==> src/rtl/mem_rd_arbiter_pkg.sv <==
// Shared types and constants for the two-requester SRAM read-channel arbiter.
// Optional feature macro: ICACHE_REFILL_LOCK_EN (icache line-refill lock).
package mem_rd_arbiter_pkg;

   localparam int DATA_LEN = 32;
   localparam int BEATS    = 4;
   localparam int BEAT_W   = $clog2(BEATS);

   typedef enum logic [1:0] {
      IDLE = 2'd0,
      ADDR = 2'd1,
      DATA = 2'd2
   } state_t;

   localparam logic [2:0] RESP_OKAY = 3'h0;
   localparam logic [2:0] RESP_ERR  = 3'h2;

   localparam logic REQ_ICACHE = 1'b0;
   localparam logic REQ_LSU    = 1'b1;

endpackage

==> src/rtl/mem_rd_arbiter_rr_arb2.sv <==
// Combinational two-way round-robin winner select; lock restricts the choice to the icache.
module rr_arb2
   import mem_rd_arbiter_pkg::*;
(
   input  logic [1:0] valid,
   input  logic       last,
   input  logic       lock,
   output logic       grant_valid,
   output logic       grant
);

   // NOTE: every output gets a default first so no path leaves it unassigned (no latch).
   always_comb begin
      grant_valid = 1'b0;
      grant       = REQ_ICACHE;
      if (lock) begin
         grant_valid = valid[REQ_ICACHE];
      end else begin
         grant_valid = |valid;
         if (&valid)
            grant = ~last;
         else if (valid[REQ_LSU])
            grant = REQ_LSU;
      end
   end

endmodule

==> src/rtl/mem_rd_arbiter.sv <==
// Shares one SRAM read port between icache refill (requester 0) and LSU (requester 1).
// Optional feature macro: ICACHE_REFILL_LOCK_EN keeps the port with the icache for a whole line refill.
module mem_rd_arbiter
   import mem_rd_arbiter_pkg::*;
(
   input  logic                clk,
   input  logic                rst,
   input  logic                icache_arvalid,
   output logic                icache_arready,
   input  logic [DATA_LEN-1:0] icache_raddr,
   output logic                icache_rvalid,
   input  logic                icache_rready,
   output logic [DATA_LEN-1:0] icache_rdata,
   output logic [2:0]          icache_rresp,
   input  logic                lsu_arvalid,
   output logic                lsu_arready,
   input  logic [DATA_LEN-1:0] lsu_raddr,
   output logic                lsu_rvalid,
   input  logic                lsu_rready,
   output logic [DATA_LEN-1:0] lsu_rdata,
   output logic [2:0]          lsu_rresp,
   output logic                sram_arvalid,
   input  logic                sram_arready,
   output logic [DATA_LEN-1:0] sram_raddr,
   input  logic                sram_rvalid,
   output logic                sram_rready,
   input  logic [DATA_LEN-1:0] sram_rdata,
   input  logic [2:0]          sram_rresp
);

   state_t state, state_nxt;
   logic   owner, last, lock;
   logic   gnt_vld, gnt;
   logic   ar_hs, r_hs;

   rr_arb2 u_rr_arb2 (
      .valid       ({lsu_arvalid, icache_arvalid}),
      .last        (last),
      .lock        (lock),
      .grant_valid (gnt_vld),
      .grant       (gnt)
   );

   assign ar_hs = (state == IDLE) && gnt_vld;
   assign r_hs  = (state == DATA) && sram_rvalid && sram_rready;

   // NOTE: state-holding processes use non-blocking assignments so all registers update together.
   always_ff @(posedge clk) begin
      if (rst) state <= IDLE;
      else     state <= state_nxt;
   end

   always_comb begin
      state_nxt = state;
      case (state)
         IDLE:    if (ar_hs) state_nxt = ADDR;
         ADDR:    if (sram_arready) state_nxt = DATA;
         DATA:    if (r_hs) state_nxt = IDLE;
         default: state_nxt = IDLE;
      endcase
   end

   always_ff @(posedge clk) begin
      if (rst) begin
         sram_raddr <= '0;
         owner      <= REQ_ICACHE;
         last       <= REQ_LSU;
      end else if (ar_hs) begin
         sram_raddr <= (gnt == REQ_LSU) ? lsu_raddr : icache_raddr;
         owner      <= gnt;
         last       <= gnt;
      end
   end

`ifdef ICACHE_REFILL_LOCK_EN
   logic [BEAT_W-1:0] beat_cnt;

   // A line-aligned icache grant opens a refill; the BEATS-th icache data beat closes it.
   always_ff @(posedge clk) begin
      if (rst) begin
         lock     <= 1'b0;
         beat_cnt <= '0;
      end else begin
         if (ar_hs && gnt == REQ_ICACHE && !lock && icache_raddr[3:2] == 2'b00)
            lock <= 1'b1;
         if (r_hs && owner == REQ_ICACHE && lock) begin
            if (beat_cnt == BEAT_W'(BEATS - 1)) begin
               lock     <= 1'b0;
               beat_cnt <= '0;
            end else begin
               beat_cnt <= beat_cnt + 1'b1;
            end
         end
      end
   end
`else
   assign lock = 1'b0;
`endif

   always_comb begin
      icache_arready = 1'b0;
      lsu_arready    = 1'b0;
      sram_arvalid   = 1'b0;
      sram_rready    = 1'b0;
      icache_rvalid  = 1'b0;
      icache_rdata   = '0;
      icache_rresp   = RESP_OKAY;
      lsu_rvalid     = 1'b0;
      lsu_rdata      = '0;
      lsu_rresp      = RESP_OKAY;
      case (state)
         IDLE: begin
            icache_arready = gnt_vld && (gnt == REQ_ICACHE);
            lsu_arready    = gnt_vld && (gnt == REQ_LSU);
         end
         ADDR: sram_arvalid = 1'b1;
         DATA: begin
            if (owner == REQ_LSU) begin
               sram_rready = lsu_rready;
               lsu_rvalid  = sram_rvalid;
               lsu_rdata   = sram_rdata;
               lsu_rresp   = sram_rresp;
            end else begin
               sram_rready   = icache_rready;
               icache_rvalid = sram_rvalid;
               icache_rdata  = sram_rdata;
               icache_rresp  = sram_rresp;
            end
         end
         default: ;
      endcase
   end

endmodule
==> config.mk <==
export PLATFORM = sky130hd
export DESIGN_NAME = mem_rd_arbiter
export DESIGN_NICKNAME = d
export VERILOG_FILES = /design/src/rtl/mem_rd_arbiter_pkg.sv /design/src/rtl/mem_rd_arbiter_rr_arb2.sv /design/src/rtl/mem_rd_arbiter.sv
export SDC_FILE = /design/constraint.sdc
export NUM_CORES = 1
export LEC_CHECK = 0
export ABC_AREA = 1
export CELL_PAD_IN_SITES_DETAIL_PLACEMENT = 1
export CELL_PAD_IN_SITES_GLOBAL_PLACEMENT = 2
export CORE_UTILIZATION = 12
export CTS_CLUSTER_DIAMETER = 200
export DETAILED_ROUTE_END_ITERATION = 7
export PLACE_DENSITY = 0.88
export SETUP_SLACK_MARGIN = 0.2
export SKIP_LAST_GASP = 1
export SYNTH_ARGS = -nofsm -noshare
export SYNTH_HDL_FRONTEND = slang
export SYNTH_SLANG_ARGS = --single-unit
export TNS_END_PERCENT = 100
==> constraint.sdc <==
create_clock -name clk -period 1.2 [get_ports clk]
set_input_delay 0.24 -clock clk [delete_from_list [all_inputs] [get_ports clk]]
set_output_delay 0.24 -clock clk [all_outputs]
set_load 0.01 [all_outputs]
**Word-level counts from Yosys, hierarchy flattened**

Index checks and enable logic that the tools add are counted.

- Equality and inequality tests: 5
- Muxes and demuxes: 24
- Bitwise operators: 2
- Reduce and logical (&&, ||, !) cells: 9

Operator list:

| cell | count |
|---|---|
| $mux W32 | 5 |
| $mux W3 | 4 |
| $mux W1 | 11 |
| $mux W2 | 3 |
| $ne A2 B2 Y1 const B | 3 |
| $pmux W2 S3 | 1 |
| $logic_and A1 B1 Y1 | 5 |
| $reduce_and A3 Y1 | 1 |
| $eq A2 B1 Y1 const B | 1 |
| $eq A2 B2 Y1 const B | 1 |
| $logic_not A2 Y1 | 1 |
| $not A1 Y1 | 2 |
| $reduce_and A2 Y1 | 1 |
| $reduce_or A2 Y1 | 1 |

- Register bits: 36
- Input port bits: 107
- Output and inout bits: 108

**Depth between registers and ports, before layout**

- Depth after elaboration: 5
- Gate-level depth with buffers: 7
- Depth with buffers taken out: 6

**Hierarchy**

From an unflattened synthesis, not the netlist that was laid out.

- Cells, all modules: 395
- Area total of the unflattened synthesis: 2348.5 um2

Modules (own cells, without submodules):

| module | instances | cells an instance | area each (um2) |
|---|---|---|---|
| mem_rd_arbiter | 1 | 388 | 2319.7 |
| rr_arb2 | 1 | 7 | 28.8 |

**Least setup slack after synthesis**

OpenSTA, ideal clock, no wires.

- Path type: reg-to-output
- Start point: reg state[1]
- End point: out lsu_rdata[10]
- Arrival: 995 ps
- Data required time: 960 ps
- Setup slack: -35 ps
- Cell stages (with the launch flop): 6
- Path buffers: 1
- Cells stage by stage: dfxtp_1 > nand2_1 > inv_1 > nand2_2 > buf_2 > nor2_1

- Longest elaborated chain between the ends: 2

Ends and longest elaborated chain:

| item | RTL line | text |
|---|---|---|
| from (decl) | mem_rd_arbiter.sv:31 | `state_t state, state_nxt;` |
| from (signal assigned) | mem_rd_arbiter.sv:50 | `else state <= state_nxt;` |
| $eq A2 B2 Y1 | mem_rd_arbiter.sv:111 | `case (state)` |
| $mux W32 | mem_rd_arbiter.sv:111 |  |
| to (decl) | mem_rd_arbiter.sv:20 | `output logic [DATA_LEN-1:0] lsu_rdata,` |

Every way passes these cells.

**Final worst setup path**

- Start point: reg state[0]
- End point: out lsu_rdata[14]

The elaborated chain is that of the path after synthesis.

==> qor.yml <==
pwr:
  p_per_area_mw_per_mm2: 834
  clkPwrFrac_pct: 24.9
  intPower_uw: 3410
  total_leakage_power_uw: 0.00268
  switching_share_pct: 32.7
  vdd_drop_max_uv: 524
  pwr-share-comb_pct: 46.0
  finalPower_uw: 5060
  power.share.sequential_pct: 29.2
  switching_power_uw: 1650
final_layout:
  drive_gt1_share_pct: 55.5
  multi_input_area_mm2: 0.00183
  final_common_cell: "clkdlybuf4s50_1"
  fin_nets: 723
  regArea_um2: 763
  fill_cells: 1948
  syn_to_final_growth_pct: 193
  layout_common_cells: "clkdlybuf4s50_1, buf_6, nor2_4, nand2_1, inv_1"
detailed_routing:
  num_vias: 3276
  via_per_inst: 3.91
  drt_wl_total_um: 12100
  drt_iter0_markers: 43
  postRouteAntennaNets: 0
  drc: 0
  first_pass_iters: 4
  wl_per_cell_um: 14.4
global_route:
  antenna_found_initial: 1
  gr-usage-met3_pct: 4.57
  grt_use_met1_pct: 14.6
  grt_pass1_vias: 3447
  gr-usage-met2_pct: 26.1
  busiest_layer: "met2"
  grtUsageTotal_pct: 13.7
  grt_pass1_wl_um: 18900
  grt_start_max_net_pins: 33
  grt_overflow_total: 0
cts:
  clk_path_buf_depth: 2
  ctsHoldBuffers: 0
  cts_root_buffer: "clkbuf_16"
  cts.sinks: 36
  clock_latency_ns: 0.28
  cts_tree: "done"
  path_clk_slew_ns: 0.05
  htreeDepth: 2
  cts_buffers: 5
timing:
  setup_viol: 111
  fin_crit_sh_pct: 133
  skew_ns: 0.00614
  slew_violations: 0
  worstMarginPinSlew_ns: 0.508
  setup_ws_ns: -0.394
  hold_violations: 0
  relSlewSlack_pct: 66.1
  tns_ns: -34.18
  period_minus_slack_ns: 1.59
  grt_setup_unrepaired: "yes"
  clock.fmax_mhz: 627
die:
  rows: 47
  ios: 215
  dieArea_mm2: 0.0178
  initial_core_util_pct: 12.4
  core_area_mm2: 0.0167
  die_h_um: 133
  dieWidth_um: 133
synth:
  avgSynthCellArea_um2: 5.74
  synth_area_mm2: 0.00207
  yosysWarningCount: 0
  ys_ff_latch: 36
  syn_inst: 361
  synth_nets: 468
  synth_seq_area_share_pct: 34.8
  yosys.cell_types.count: 16
critical_path:
  max_stage_delay_ns: 0.32
  critical_path_class: "flop to primary output"
  crit_chain: "inv_2, nand2_4, inv_8, nand2_8, buf_16, nor2_4, buf_6"
  crit_family: "buffers and inverters"
  worstPathRequired_ns: 0.96
  cp.arrival_ns: 1.35
  crit_fanout: 8
  slowest_stage: "dfxtp_2"
  timing.critical_path.to_type: "primary output"
  startpoint_type: "flop"
  crit_buf_inv: 4
job:
  drv_cap: 0
place:
  port_buffers: 214
  place_congestion: 0.730
  dpl.hpwl_um: 8530
worst_hold_path:
  hold_path.class: "flop to flop"
outcome:
  status: "finished with violations"
  violations: "negative setup slack"
worst min-delay path, delay by kind of cell, from the launching register on:
kind	cells	cell delay (ns)
AO/OA/AOI/OAI	1	0.05
flip-flops	1	0.31
AND/OR/NAND/NOR	1	0.07
metrics by stage:
step | hold slack [ns] | cell area [um^2] | setup slack (ns) | cells | util, %
3_5_place_dp | 0.460 | 4960 | -0.657 | 801 | 29.7
6_report | 0.473 | 6070 | -0.394 | 837 | 36.3
5_1_grt | 0.508 | 6070 | -0.440 | 837 | 36.3
2_1_floorplan | 0.305 | 2440 | 0.0666 | 361 | -
3_3_place_gp | 0.455 | 4960 | -0.669 | 801 | 29.7
4_1_cts | 0.472 | 5620 | -0.402 | 831 | 33.7
logic make-up after synthesis:
| group | count (synthesis) | share of synthesized area [%] |
|---|---|---|
| and+or+nand+nor | 192 | 35.6 |
| AOI/OAI and AO/OA | 67 | 16.2 |
| buffers and inverters | 66 | 13.4 |
| DFF | 36 | 34.8 |
metal layers:
metal / vias up / wire, um
met5: - / 0
met4: 0 / 193
met3: 10 / 1090
met2: 160 / 6230
met1: 1490 / 4540
li1: 1616 / -
registers in the layout, summed over array words and instances, names as in the netlist:
signal and count:
owner 1, sram_raddr 32, state 2, last 1
area by class of cell:
type / count / share of cell area (%)
inverter: 45 / 2.99
tap: 220 / 4.54
sequential: 36 / 12.6
antenna: 1 / 0.0413
multi-input combinational: 259 / 30.2
clock buffer: 6 / 2.12
clock inverter: 1 / 0.0825
timing repair buffer: 269 / 47.4
power groups by stage:
stage | registers, uW | logic [uW] | clock network, uW
after CTS | 1450 | 2180 | 1320
after floorplan | 1510 | 648 | 0
final | 1480 | 2330 | 1260
after global routing | 1500 | 2510 | 1370
after detailed placement | 1440 | 1670 | 0
after global placement | 1440 | 1660 | 0
final timing paths:
| kind | from | slack [ns] | cells after the start | to |
|---|---|---|---|---|
| setup reg to reg | state[0] | -0.34 | 11 | sram_raddr[4] |
| setup / recovery | state[0] | -0.39 | 7 | lsu_rdata[14] |
| hold / removal | sram_raddr[31] | 0.47 | 2 | sram_raddr[31] |
| hold reg to reg | sram_raddr[31] | 0.47 | 2 | sram_raddr[31] |
cell usage after synthesis:
| cell | number | area [um^2] |
|---|---|---|
| nand2_1 | 77 | 289 |
| nand2_2 | 2 | 12.5 |
| nor3_1 | 1 | 5.00 |
| nor2_4 | 1 | 11.3 |
| inv_2 | 2 | 7.51 |
| o21ai_1 | 3 | 15.0 |
| a21oi_1 | 36 | 180 |
| inv_1 | 43 | 161 |
| dfxtp_1 | 36 | 721 |
| clkbuf_1 | 3 | 11.3 |
| clkbuf_2 | 1 | 5.00 |
| nor2_1 | 109 | 409 |
| nand3_1 | 2 | 10.0 |
| o21ai_0 | 28 | 140 |
| buf_2 | 14 | 70.1 |
| buf_4 | 3 | 22.5 |
timing repair:
item,in CTS,in global routing
setup buffers,14,5
resized for setup,622,100
endpoints found under the setup margin,144,140
pin swaps,25,15
gates cloned,9,0
(Power assumes the default switching activity.)
